[src/rtl/buffer_fill_ctrl.sv]
// Write-side fill controller for the per-row activation FIFOs of the systolic array.
// Steers one valid/ready word stream row-major into ROWS buffers, COL_LEN words per row, for a programmed tile count.
module buffer_fill_ctrl #(
    parameter int ROWS    = 4,
    parameter int DWIDTH  = 16,
    parameter int COL_LEN = 8,
    parameter int TILES_W = 8
) (
    input  logic               wr_clk,
    input  logic               rstn,
    input  logic               start,
    input  logic [TILES_W-1:0] num_tiles,
    input  logic               s_valid,
    input  logic [DWIDTH-1:0]  s_data,
    output logic               s_ready,
    input  logic [ROWS-1:0]    buf_full,
    output logic [ROWS-1:0]    buf_wr_en,
    output logic [DWIDTH-1:0]  buf_din,
    output logic               busy,
    output logic               done,
    output logic [TILES_W-1:0] tile_cnt
);

    localparam int WCW = (COL_LEN > 1) ? $clog2(COL_LEN) : 1;
    localparam int RSW = (ROWS > 1) ? $clog2(ROWS) : 1;
    localparam logic [WCW-1:0] WORD_LAST = WCW'(COL_LEN - 1);
    localparam logic [RSW-1:0] ROW_LAST  = RSW'(ROWS - 1);

    typedef enum logic [1:0] {
        ST_IDLE = 2'd0,
        ST_FILL = 2'd1,
        ST_DONE = 2'd2
    } state_t;

    state_t             r_state;
    state_t             w_state_nxt;
    logic [RSW-1:0]     r_row_sel;
    logic [WCW-1:0]     r_word_cnt;
    logic [TILES_W-1:0] r_tile_cnt;
    logic [TILES_W-1:0] r_tiles_lat;

    logic               w_sel_full;
    logic               w_xfer;
    logic               w_row_end;
    logic               w_tile_end;
    logic [TILES_W-1:0] w_tile_inc;

    assign w_sel_full = buf_full[r_row_sel];
    assign w_row_end  = (r_word_cnt == WORD_LAST);
    assign w_tile_end = w_row_end && (r_row_sel == ROW_LAST);
    // tile_cnt only ever climbs to tiles_lat, so the increment cannot wrap.
    assign w_tile_inc = r_tile_cnt + TILES_W'(1);

    assign buf_din  = s_data;
    assign tile_cnt = r_tile_cnt;

    // NOTE: every signal written here gets a default first, so no path can infer a latch.
    always_comb begin
        w_state_nxt = r_state;
        s_ready     = 1'b0;
        w_xfer      = 1'b0;
        buf_wr_en   = '0;
        busy        = 1'b0;
        done        = 1'b0;
        case (r_state)
            ST_IDLE: begin
                if (start)
                    w_state_nxt = (num_tiles != '0) ? ST_FILL : ST_DONE;
            end
            ST_FILL: begin
                busy    = 1'b1;
                // Gated by rstn so a reset cycle never issues a write.
                s_ready = rstn & ~w_sel_full;
                w_xfer  = s_ready & s_valid;
                if (w_xfer) begin
                    buf_wr_en[r_row_sel] = 1'b1;
                    if (w_tile_end && (w_tile_inc == r_tiles_lat))
                        w_state_nxt = ST_DONE;
                end
            end
            ST_DONE: begin
                busy        = 1'b1;
                done        = 1'b1;
                w_state_nxt = ST_IDLE;
            end
            default: w_state_nxt = ST_IDLE;
        endcase
    end

    // NOTE: sequential state uses non-blocking assignments so every register samples pre-edge values.
    always_ff @(posedge wr_clk) begin
        if (!rstn)
            r_state <= ST_IDLE;
        else
            r_state <= w_state_nxt;
    end

    always_ff @(posedge wr_clk) begin
        if (!rstn) begin
            r_row_sel   <= '0;
            r_word_cnt  <= '0;
            r_tile_cnt  <= '0;
            r_tiles_lat <= '0;
        end else if ((r_state == ST_IDLE) && start) begin
            r_tiles_lat <= num_tiles;
            r_tile_cnt  <= '0;
            r_row_sel   <= '0;
            r_word_cnt  <= '0;
        end else if (w_xfer) begin
            if (w_row_end) begin
                r_word_cnt <= '0;
                if (r_row_sel == ROW_LAST) begin
                    r_row_sel  <= '0;
                    r_tile_cnt <= w_tile_inc;
                end else begin
                    r_row_sel <= r_row_sel + RSW'(1);
                end
            end else begin
                r_word_cnt <= r_word_cnt + WCW'(1);
            end
        end
    end

endmodule

[config.mk]
export PLATFORM = sky130hd
export DESIGN_NAME = buffer_fill_ctrl
export DESIGN_NICKNAME = d
export VERILOG_FILES = /design/src/rtl/buffer_fill_ctrl.sv
export SDC_FILE = /design/constraint.sdc
export NUM_CORES = 1
export LEC_CHECK = 0
export ABC_AREA = 1
export CAP_MARGIN = 15
export CORE_UTILIZATION = 35
export CTS_CLUSTER_SIZE = 16
export DETAILED_ROUTE_END_ITERATION = 10
export GPL_ROUTABILITY_DRIVEN = 0
export HOLD_SLACK_MARGIN = 0.15
export PLACE_DENSITY = 0.7
export SYNTH_ARGS = -nofsm -noshare
export SYNTH_HDL_FRONTEND = slang
export SYNTH_SLANG_ARGS = --single-unit
[constraint.sdc]
create_clock -name wr_clk -period 1.6 [get_ports wr_clk]
set_input_delay 0.24 -clock wr_clk [delete_from_list [all_inputs] [get_ports wr_clk]]
set_output_delay 0.24 -clock wr_clk [all_outputs]
set_load 0.03 [all_outputs]
==> metrics.md <==
| Metric | Value |
|---|---|
| Die Span Y | 68.9 um |
| Post-synth ARST share | 0 |
| Hold path endpoint | buf_din[0] |
| Number of buffers on the longest clock path | 2 |
| Hold Path Class | in -> out |
| Most common cell on crit path | nand2_4 |
| Global-route usage over all layers | 0.182 |
| Status | complete, but fails checks |
| Worst setup path class | reg -> out |
| Clock root buffer | clkbuf_8 |
| Cell Pwr Density | 563 nW/um2 |
| Min-delay src | s_data[0] |
| Synth Warn # | 0 |
| Highest achievable clock rate | 565 MHz |
| Worst setup margin | -0.171 ns |
| TritonCTS sink count | 23 |
| Final Setup Violations | 16 |
| Hold-fix buffers, CTS | 0 |
| Number of cells on the worst hold path | 0 |
| Ant diodes | 0 |
| Total of buffers placed on input and output ports | 30 |
| Die X | 68.9 um |
| Core Rows | 23 |
| Pre-Repair DR Iteration Count | 4 |
| Cell types with the largest area share after synthesis | dfxtp_1 29%, nand2_1 11%, ha_1 8.0% |
| Required @ worst endpoint | 1.36 ns |
| Violations in the final reports | negative setup slack |
| Min Clock Period, post-route | 1.77 ns |
| Main synth FF type | dfxtp_1 |
| Area Overhead vs Synth | 49.6% |
| Via count of the first global-routing pass | 1,463 |
| Clock transition at the registers of the reported paths | 0.09 ns |
| Number of enable-type register cells in the synthesized netlist | 0 |
| Reported leakage power | 1.06 nW |
| Measured slew at the worst slew-check pin | 0.357 ns |
| Netlist area before placement | 1570 um2 |
| Average cell area after synthesis | 6.90 um2 |
| Overall power after layout | 0.00132 W |
| Post-detailed-placement half-perimeter wirelength | 2.69 mm |
| Yosys top cell area share | 0.294 |
| Crit path cell chain | inv_4, nand2_4, nand2_2, nand2_2, nand2_4, nor3_4, nand2_4, nor2_2, buf_6 |
| Initial Utilization | 0.378 |
| Worst Skew | 0.00542 ns |
| Cell with the largest stage delay on the worst path | dfxtp_4 |
| Remaining global-route overflow | 0 |
| Number of endpoints with negative hold slack in the final report | 0 |
| Placed cell area | 2010 um2 |
| Category of the worst setup path launch point | register |
| Antenna Nets Post-Route | 0 |
| Final standard cell area without fillers | 2340 um2 |
| Pin count of the biggest net entering global routing | 15 |
| Instance count of the mapped netlist | 227 |
| Routed wire per std cell | 12.6 um |
| Final Routed Wirelength | 4.19 mm |
| Total CTS buffers | 3 |
| #FFs+latches synth | 23 |
| Clock network latency to the later pin of the worst-skew pair | 0.26 ns |
| Fill cell total of the finished layout | 372 |
| Crit path DAT | 1.53 ns |
| Boundary Pins | 63 |
| Maximum net fanout on the critical path | 5 |
| Sequential-to-total area share from yosys stat | 0.294 |
| Leading area contributor after synthesis | dfxtp_1 |
| Worst setup slack for register-to-register paths | -0.14 ns |
| Maximum vdd drop | 0.000429 V |
| Floorplan die area | 4740 um2 |
| Core Box Area | 4140 um2 |
| Most instantiated library cell after synthesis | nand2_1 |
| Fraction of final layout cells sized beyond drive strength 1 | 0.387 |
| Number of vias after detailed routing | 1,622 |
| # H-tree levels | 1 |
| Worst Hold Margin | 0.480 ns |
| Reg2Reg Depth | 12 |
| Per-cell via count in the routed design | 4.89 |
| Distinct cells, synth | 28 |
| RSZ-0062 raised after global routing | true |
| Commonest cells post-synth | 46 x nand2_1, 28 x inv_1, 23 x dfxtp_1, 23 x nor2_1, 22 x nand3_1 |
| Reported max-cap violation count | 0 |
| Slowest Stage Delay on Critical Path | 0.39 ns |
| DRC violation count after routing | 0 |
| FF-to-FF Start | r_row_sel[0]$_SDFFE_PP0P_ |
| Syn nets | 269 |
| Terminus of the critical flop-to-flop path | tile_cnt[1]$_SDFFE_PP0P_ |
| Rel. slew slack | 0.761 |
| Wire length of the first global-routing pass | 6.45 mm |
| TritonCTS clock tree | built |
| Post-route clock period utilization | 1.11 |
| Total number of nets in the final design | 325 |
| Detailed Route Iter0 Violations | 73 |
| Final number of max-transition violations | 0 |
| Endpoint class of the critical path | output port |
| Antenna violations before repair | 0 |
==> how the worst max path moves through the flow <==
stage,start,endpoint,slack (ns)
after global routing,r_row_sel[0]$_SDFFE_PP0P_,buf_wr_en[3],-0.25
after CTS,r_state[1]$_SDFFE_PN0P_,buf_wr_en[3],-0.1
after detailed placement,buf_full[2],tile_cnt[5]$_SDFFE_PP0P_,-0.18
after floorplan,r_row_sel[0]$_SDFFE_PP0P_,buf_wr_en[0],-0.16
after global placement,buf_full[2],tile_cnt[0]$_SDFFE_PP0P_,-0.12
final,r_row_sel[0]$_SDFFE_PP0P_,buf_wr_en[3],-0.17
==> flip-flops by register name, summed over array words and instances, names as in the netlist <==
signal and flops:
tile_cnt 8, r_word_cnt 3, r_state 2, r_row_sel 2
r_tiles_lat 8
==> cell families after synthesis <==
family / synth area share
simple gates: 0.314
buf+inv: 0.167
compound gates: 0.139
flops: 0.294
fa+ha+maj: 0.0799
xor+xnor: 0.00560
==> cell type report <==
type,instances,area [um2],area share
clock buffer,4,45.0,0.0192
tap,50,62.6,0.0267
timing repair buffer,70,614,0.262
multi-input combinational,156,1030,0.439
sequential,23,479,0.205
inverter,29,114,0.0486
==> critical path: cells and delay by family (launching register included) <==
kind / cells / cell delay, ns
and+or+nand+nor: 7 / 0.68
DFF: 1 / 0.39
buffers and inverters: 2 / 0.19
==> what timing repair did <==
action | 4_1_cts | 5_1_grt
cloned | 1 | 0
resized for setup | 42 | 21
setup buffers | 14 | 1
endpoints found under the setup margin | 16 | 20
pin swaps | 7 | 2
==> power breakdown <==
group | switching (W) | total (W) | internal [W]
logic | 0.000173 | 0.000326 | 0.000153
registers | 0.0000226 | 0.000624 | 0.000602
clock network | 0.000192 | 0.000369 | 0.000178
total | 0.000387 | 0.00132 | 0.000932
==> placed cells by master (no fill, tap or decap), types with 2 or more instances in the layout <==
master and count:
nand2_2 12, buf_4 37, dfxtp_1 14, o21ai_0 13, nor2_4 5, inv_4 2
a31oi_1 4, a21oi_1 12, inv_2 3, nand3_2 4, ha_1 5, ha_4 4
nor2_2 4, dlymetal6s2s_1 2, nor2_1 16, dfxtp_4 3, nand2_1 36, dlygate4sd2_1 8
nand3b_1 2, dfxtp_2 6, nand3_1 17, inv_1 24, nand2_4 3, clkdlybuf4s50_1 14
clkbuf_8 3, a21oi_2 5, o21ai_2 3, buf_6 9
==> routing by layer <==
layer  GRT usage  part of all wire  vias up
met1       0.252              0.43      716
met4      0.0893             0.028        0
li1            -                 -      834
met2       0.267              0.47       59
met3      0.0362             0.065       13
met5           0                 0        -
==> stage by stage <==
step / util / TNS (ns) / cells / setup slack (ns)
after global placement: 0.484 / -1.49 / 313 / -0.117
final: 0.565 / -1.75 / 332 / -0.171
after floorplan: - / -1.37 / 227 / -0.162
after CTS: 0.547 / -0.431 / 332 / -0.0954
after global routing: 0.565 / -3.10 / 332 / -0.247
after detailed placement: 0.484 / -2.05 / 313 / -0.179
Power figures use the tool's default switching activity.
